### src/rtl/wb_stage.sv
// Write-back stage: MEM/WB pipeline register, load extraction, write-back mux,
// register-file write port and the 64-bit retired-instruction counter.
module wb_stage #(
   parameter int DATA_WIDTH = 32
) (
   input  logic                  clk,
   input  logic                  rst,
   input  logic                  stall,
   input  logic                  flush,
   input  logic                  mem_valid,
   input  logic                  mem_reg_write,
   input  logic [1:0]            mem_wb_sel,
   input  logic [2:0]            mem_funct3,
   input  logic [4:0]            mem_rd_addr,
   input  logic [DATA_WIDTH-1:0] mem_alu_result,
   input  logic [DATA_WIDTH-1:0] mem_pc_plus4,
   input  logic [DATA_WIDTH-1:0] mem_load_data,
   output logic                  wb_reg_write,
   output logic [4:0]            wb_rd_addr,
   output logic [DATA_WIDTH-1:0] wb_rd_data,
   output logic                  wb_load_misalign,
   output logic [63:0]           instret
);

   localparam logic [1:0] SEL_ALU  = 2'b00;
   localparam logic [1:0] SEL_LOAD = 2'b01;
   localparam logic [1:0] SEL_LINK = 2'b10;

   localparam logic [2:0] F3_LB  = 3'b000;
   localparam logic [2:0] F3_LH  = 3'b001;
   localparam logic [2:0] F3_LBU = 3'b100;
   localparam logic [2:0] F3_LHU = 3'b101;

   logic                  valid_p1;
   logic                  reg_write_p1;
   logic [1:0]            wb_sel_p1;
   logic [2:0]            funct3_p1;
   logic [4:0]            rd_addr_p1;
   logic [DATA_WIDTH-1:0] alu_result_p1;
   logic [DATA_WIDTH-1:0] pc_plus4_p1;
   logic [DATA_WIDTH-1:0] load_data_p1;
   logic [63:0]           instret_q;

   function automatic logic [DATA_WIDTH-1:0] extract_load(
      input logic [2:0]            funct3,
      input logic [1:0]            off,
      input logic [DATA_WIDTH-1:0] word
   );
      logic [7:0]  byte_v;
      logic [15:0] half_v;
      byte_v = 8'(word >> {off, 3'b000});
      half_v = off[1] ? word[31:16] : word[15:0];
      case (funct3)
         F3_LB:   extract_load = {{(DATA_WIDTH-8){byte_v[7]}}, byte_v};
         F3_LBU:  extract_load = {{(DATA_WIDTH-8){1'b0}}, byte_v};
         F3_LH:   extract_load = {{(DATA_WIDTH-16){half_v[15]}}, half_v};
         F3_LHU:  extract_load = {{(DATA_WIDTH-16){1'b0}}, half_v};
         default: extract_load = word;
      endcase
   endfunction

   // Byte loads never misalign; unlisted funct3 codes are treated as LW.
   function automatic logic is_misaligned(
      input logic [2:0] funct3,
      input logic [1:0] off
   );
      case (funct3)
         F3_LB, F3_LBU: is_misaligned = 1'b0;
         F3_LH, F3_LHU: is_misaligned = off[0];
         default:       is_misaligned = (off != 2'b00);
      endcase
   endfunction

   // MEM -> WB boundary
   always_ff @(posedge clk or negedge rst) begin
      if (!rst) begin
         valid_p1      <= 1'b0;
         reg_write_p1  <= 1'b0;
         wb_sel_p1     <= 2'b00;
         funct3_p1     <= 3'b000;
         rd_addr_p1    <= 5'd0;
         alu_result_p1 <= '0;
         pc_plus4_p1   <= '0;
         load_data_p1  <= '0;
         instret_q     <= 64'd0;
      end else begin
         if (valid_p1 && !stall)
            instret_q <= instret_q + 64'd1;
         if (flush) begin
            valid_p1 <= 1'b0;
         end else if (!stall) begin
            valid_p1      <= mem_valid;
            reg_write_p1  <= mem_reg_write;
            wb_sel_p1     <= mem_wb_sel;
            funct3_p1     <= mem_funct3;
            rd_addr_p1    <= mem_rd_addr;
            alu_result_p1 <= mem_alu_result;
            pc_plus4_p1   <= mem_pc_plus4;
            load_data_p1  <= mem_load_data;
         end
      end
   end

   logic [DATA_WIDTH-1:0] load_value;

   always_comb begin
      load_value       = extract_load(funct3_p1, alu_result_p1[1:0], load_data_p1);
      wb_load_misalign = valid_p1 && (wb_sel_p1 == SEL_LOAD) &&
                         is_misaligned(funct3_p1, alu_result_p1[1:0]);
      case (wb_sel_p1)
         SEL_LOAD: wb_rd_data = load_value;
         SEL_LINK: wb_rd_data = pc_plus4_p1;
         default:  wb_rd_data = alu_result_p1;
      endcase
      wb_reg_write = valid_p1 && reg_write_p1 && (rd_addr_p1 != 5'd0) && !wb_load_misalign;
      wb_rd_addr   = rd_addr_p1;
   end

   assign instret = instret_q;

endmodule

### config.mk
export PLATFORM = sky130hd
export DESIGN_NAME = wb_stage
export DESIGN_NICKNAME = d
export VERILOG_FILES = /design/src/rtl/wb_stage.sv
export SDC_FILE = /design/constraint.sdc
export NUM_CORES = 1
export LEC_CHECK = 0
export ABC_CLOCK_PERIOD_IN_PS = 4300
export BUFFER_PORTS_ARGS = -buffer_cell sky130_fd_sc_hd__buf_2
export CELL_PAD_IN_SITES_DETAIL_PLACEMENT = 1
export CELL_PAD_IN_SITES_GLOBAL_PLACEMENT = 2
export CORE_MARGIN = 5
export CORE_UTILIZATION = 36
export DETAILED_ROUTE_END_ITERATION = 12
export PLACE_DENSITY = 0.93
export SYNTH_ARGS = -nofsm -noshare
export SYNTH_HDL_FRONTEND = slang
export SYNTH_SLANG_ARGS = --single-unit
### constraint.sdc
create_clock -name clk -period 4.3 [get_ports clk]
set_clock_uncertainty 0.1 [all_clocks]
set_input_delay 0.215 -clock clk [delete_from_list [all_inputs] [get_ports clk]]
set_output_delay 0.215 -clock clk [all_outputs]
set_load 0.01 [all_outputs]
==> metrics.md <==
| Metric | Value |
|---|---|
| I/O pin count | 215 |
| Layout cell share with drive strength beyond 1 | 36.0% |
| Hold path depth | 3 |
| R2R depth | 5 |
| # resized after CTS | 0 |
| Clk_lat worst skew | 0.43 ns |
| Slew HR | 28.6% |
| WL final | between 20 and 30 mm |
| HP Class | in -> reg |
| Setup crit end | wb_rd_data[30] |
| Critical path class | reg -> out |
| Synthesis-to-layout area growth | 36.9% |
| CTS tree | yes |
| Vias per Instance | 5.31 |
| Worst-path maximum fanout | 16 |
| Final ANT Viol Nets | 0 |
| CTS Buf Count | 17 |
| Cell count after synthesis | 731 |
| Leak | 5.30 nW |
| Cell area after placement | 0.00965 mm2 |
| DIE HEIGHT | 162 um |
| Critical-path cell list | inv_1, ha_1, nor2b_1, nand2_1, o221ai_1, buf_2 |
| FMAX | 0.290 GHz |
| Crit path DAT | 3.13 ns |
| Reg-to-reg slack, setup | approximately 1.8 ns |
| Final min period | 3.45 ns |
| Combinational power share | 20.5% |
| Yosys warns | 0 |
| CP endpoint kind | output pin |
| Slowest CP cell | nor2b_1 |
| Wire per inst | 21.4 um |
| Clock sink count | 172 |
| Worst vdd ir | 0.000221 V |
| Top_reg_cell synth | dfrtp_1 |
| Post-synth ARST share | 100% |
| DRT iter0 DRCs | roughly 360 |
| CTS root buf | clkbuf_16 |
| # setup viols final | 0 |
| Pwr Total | 4.48 mW |
| Mapped Nets | 846 |
| Reg2reg start | instret[16] |
| Post-synth EDFFs | 0 |
| H-tree depth | 4 |
| Internal power | about 3.1 mW |
| Synth Area per Inst | 11.4 um2 |
| Largest incremental delay on the critical path | 0.64 ns |
| Post-Layout Inst Area | 0.0114 mm2 |
| Max Cap Violations | 0 |
| Register area share after synthesis | between 50% and 60% |
| Setup ws final | 0.854 ns |
| Final Net Count | between 1000 and 1500 |
| DP Worst Slack | 1.39 ns |
| Residual DRC count | 0 |
| Worst slew pin tran | roughly 1.1 ns |
| PortBufs | roughly 210 |
| Die W | approximately 160 um |
| Std-Cell Rows | 55 |
| Crit. Startpoint | wb_sel_p1[1] |
| Reg power frac | 43.5% |
| GRT Total Usage | 21.9% |
| TNS Setup | 0 ns |
| Netlist cell types | 45 |
| P_sw | 1.37 mW |
| Status | finished clean |
| Final hold violation count | 0 |
| Starting Density | 36.7% |
| Vias in the first global route | 7828 |
| RSZ-0062 raised after global routing | no |
| Clock share of power | 36.0% |
| Clk slew on worst S/H paths | 0.08 ns |
| Most common cell after layout, fill and taps aside | buf_2 |
| Most frequent cells in the layout | buf_2 (213), dfrtp_1 (172), dlygate4sd3_1 (110), mux2_2 (104), nand2_1 (88) |
| #FFs+latches synth | 172 |
| First-pass GRT wire length | 45.3 mm |
| GPL Wtd Cong | 0.855 |
| Critical path data required time | 3.98 ns |
| Pwr/cell area | ~400 mW/mm2 |
| DRT Pass-1 Iters | 5 |
| Routed via count | slightly above 7000 |
| Core area | 0.0226 mm2 |
| Sw Share | 30.6% |
| Fin. max-slew vios | 0 |
| Final HPWL DP | around 19 mm |
| RR Endpoint | instret[57] |
| Tcrit/Tclk final | 80.1% |
| Clock buffer depth | 2 |
| Initial antenna violation count | 1 |
| Largest net degree at the start of global routing | 105 |
| Synthesized area | 0.00830 mm2 |
| Grt total ovfl | 0 |
| Die area | 0.0262 mm2 |
| Startpoint types | flip-flop |
| Final Core Density | 50.2% |
==> sequential cells by signal, summed over array words and instances, names as in the netlist <==
signal / count
load_data_p1: 32
pc_plus4_p1: 32
funct3_p1: 3
instret: 64
wb_sel_p1: 2
alu_result_p1: 32
valid_p1: 1
reg_write_p1: 1
wb_rd_addr: 5
==> routing by layer <==
metal  part of all wire (%)  vias up  track usage (%)
met5                      0        -                0
met4                    1.3        0             4.81
met3                    6.5       26             5.71
met2                     51      255             38.7
met1                     41     3596             27.0
li1                       -     3255                -
==> worst max-delay path: cells and delay by family, from the launching register on <==
family | cells | cell delay [ns]
AOI/OAI and AO/OA | 1 | 0.40
and+or+nand+nor | 2 | 1.22
DFF | 1 | 0.40
buffers and inverters | 2 | 0.27
adders and majority gates | 1 | 0.40
==> power by group through the flow <==
stage                     Combinational [mW]  Sequential [mW]  Clock [mW]
final                                  0.920             1.95        1.61
after global routing                   0.993             1.97        1.71
after CTS                              0.897             1.94        1.64
after detailed placement               0.814             1.97           0
after global placement                 0.796             1.96           0
after floorplan                        0.505             1.91           0
==> area by class of cell <==
type	count	area [um2]
diodes	1	2.50
clock buffers	20	447
clock inverters	12	154
fillers	2460	11300
inverters	15	56.3
multi-input cells	510	3800
flip-flops and latches	172	4300
well taps	285	357
repair buffers	328	2230
==> repair_timing <==
item / in CTS / in global routing
buffers inserted: 0 / 0
hold endpoints to repair: 211 / 0
hold buffers: 110 / 0
==> per-stage QoR <==
stage,hold slack (ns),std cells
after floorplan,-0.181,731
after global placement,0.317,1200
after detailed placement,0.316,1200
after CTS,0.119,1342
after global routing,0.119,1343
final,0.122,1343
==> synth_stat cells (all sizes together), types with 7 or more instances <==
master    n  area, um2
buf       9       51.3
mux2i     7       70.1
nand4    21        153
mux2    104       1170
dfrtp   172       4300
o21ai    22        110
o22ai     8       50.1
nor2     36        145
nor3     20        115
xor2     39        342
clkbuf   25       93.8
nor4     14        183
o221ai   23        201
o211ai    7       52.6
a21oi    29        145
nand2    88        330
inv      15       56.3
xnor2    24        210
nor2b     8       50.1
nand3    26        158
a221oi    8       70.1
==> kinds of logic after synthesis <==
group	count (synthesis)	synth area share, %
buf+inv	49	2.43
simple gates	232	15.5
fa+ha+maj	3	0.452
flops	172	51.9
compound gates	100	7.89
xor+xnor	63	6.65
mux	112	15.2
==> worst min-delay path by stage <==
stage	from	endpoint	slack, ns
6_report	stall	instret[2]	0.12
5_1_grt	stall	instret[2]	0.12
4_1_cts	stall	instret[2]	0.12
3_5_place_dp	rst	alu_result_p1[29]	0.32
3_3_place_gp	rst	alu_result_p1[29]	0.32
2_1_floorplan	rst	alu_result_p1[0]	-0.18
No activity file was read; power rests on OpenSTA's default activity.
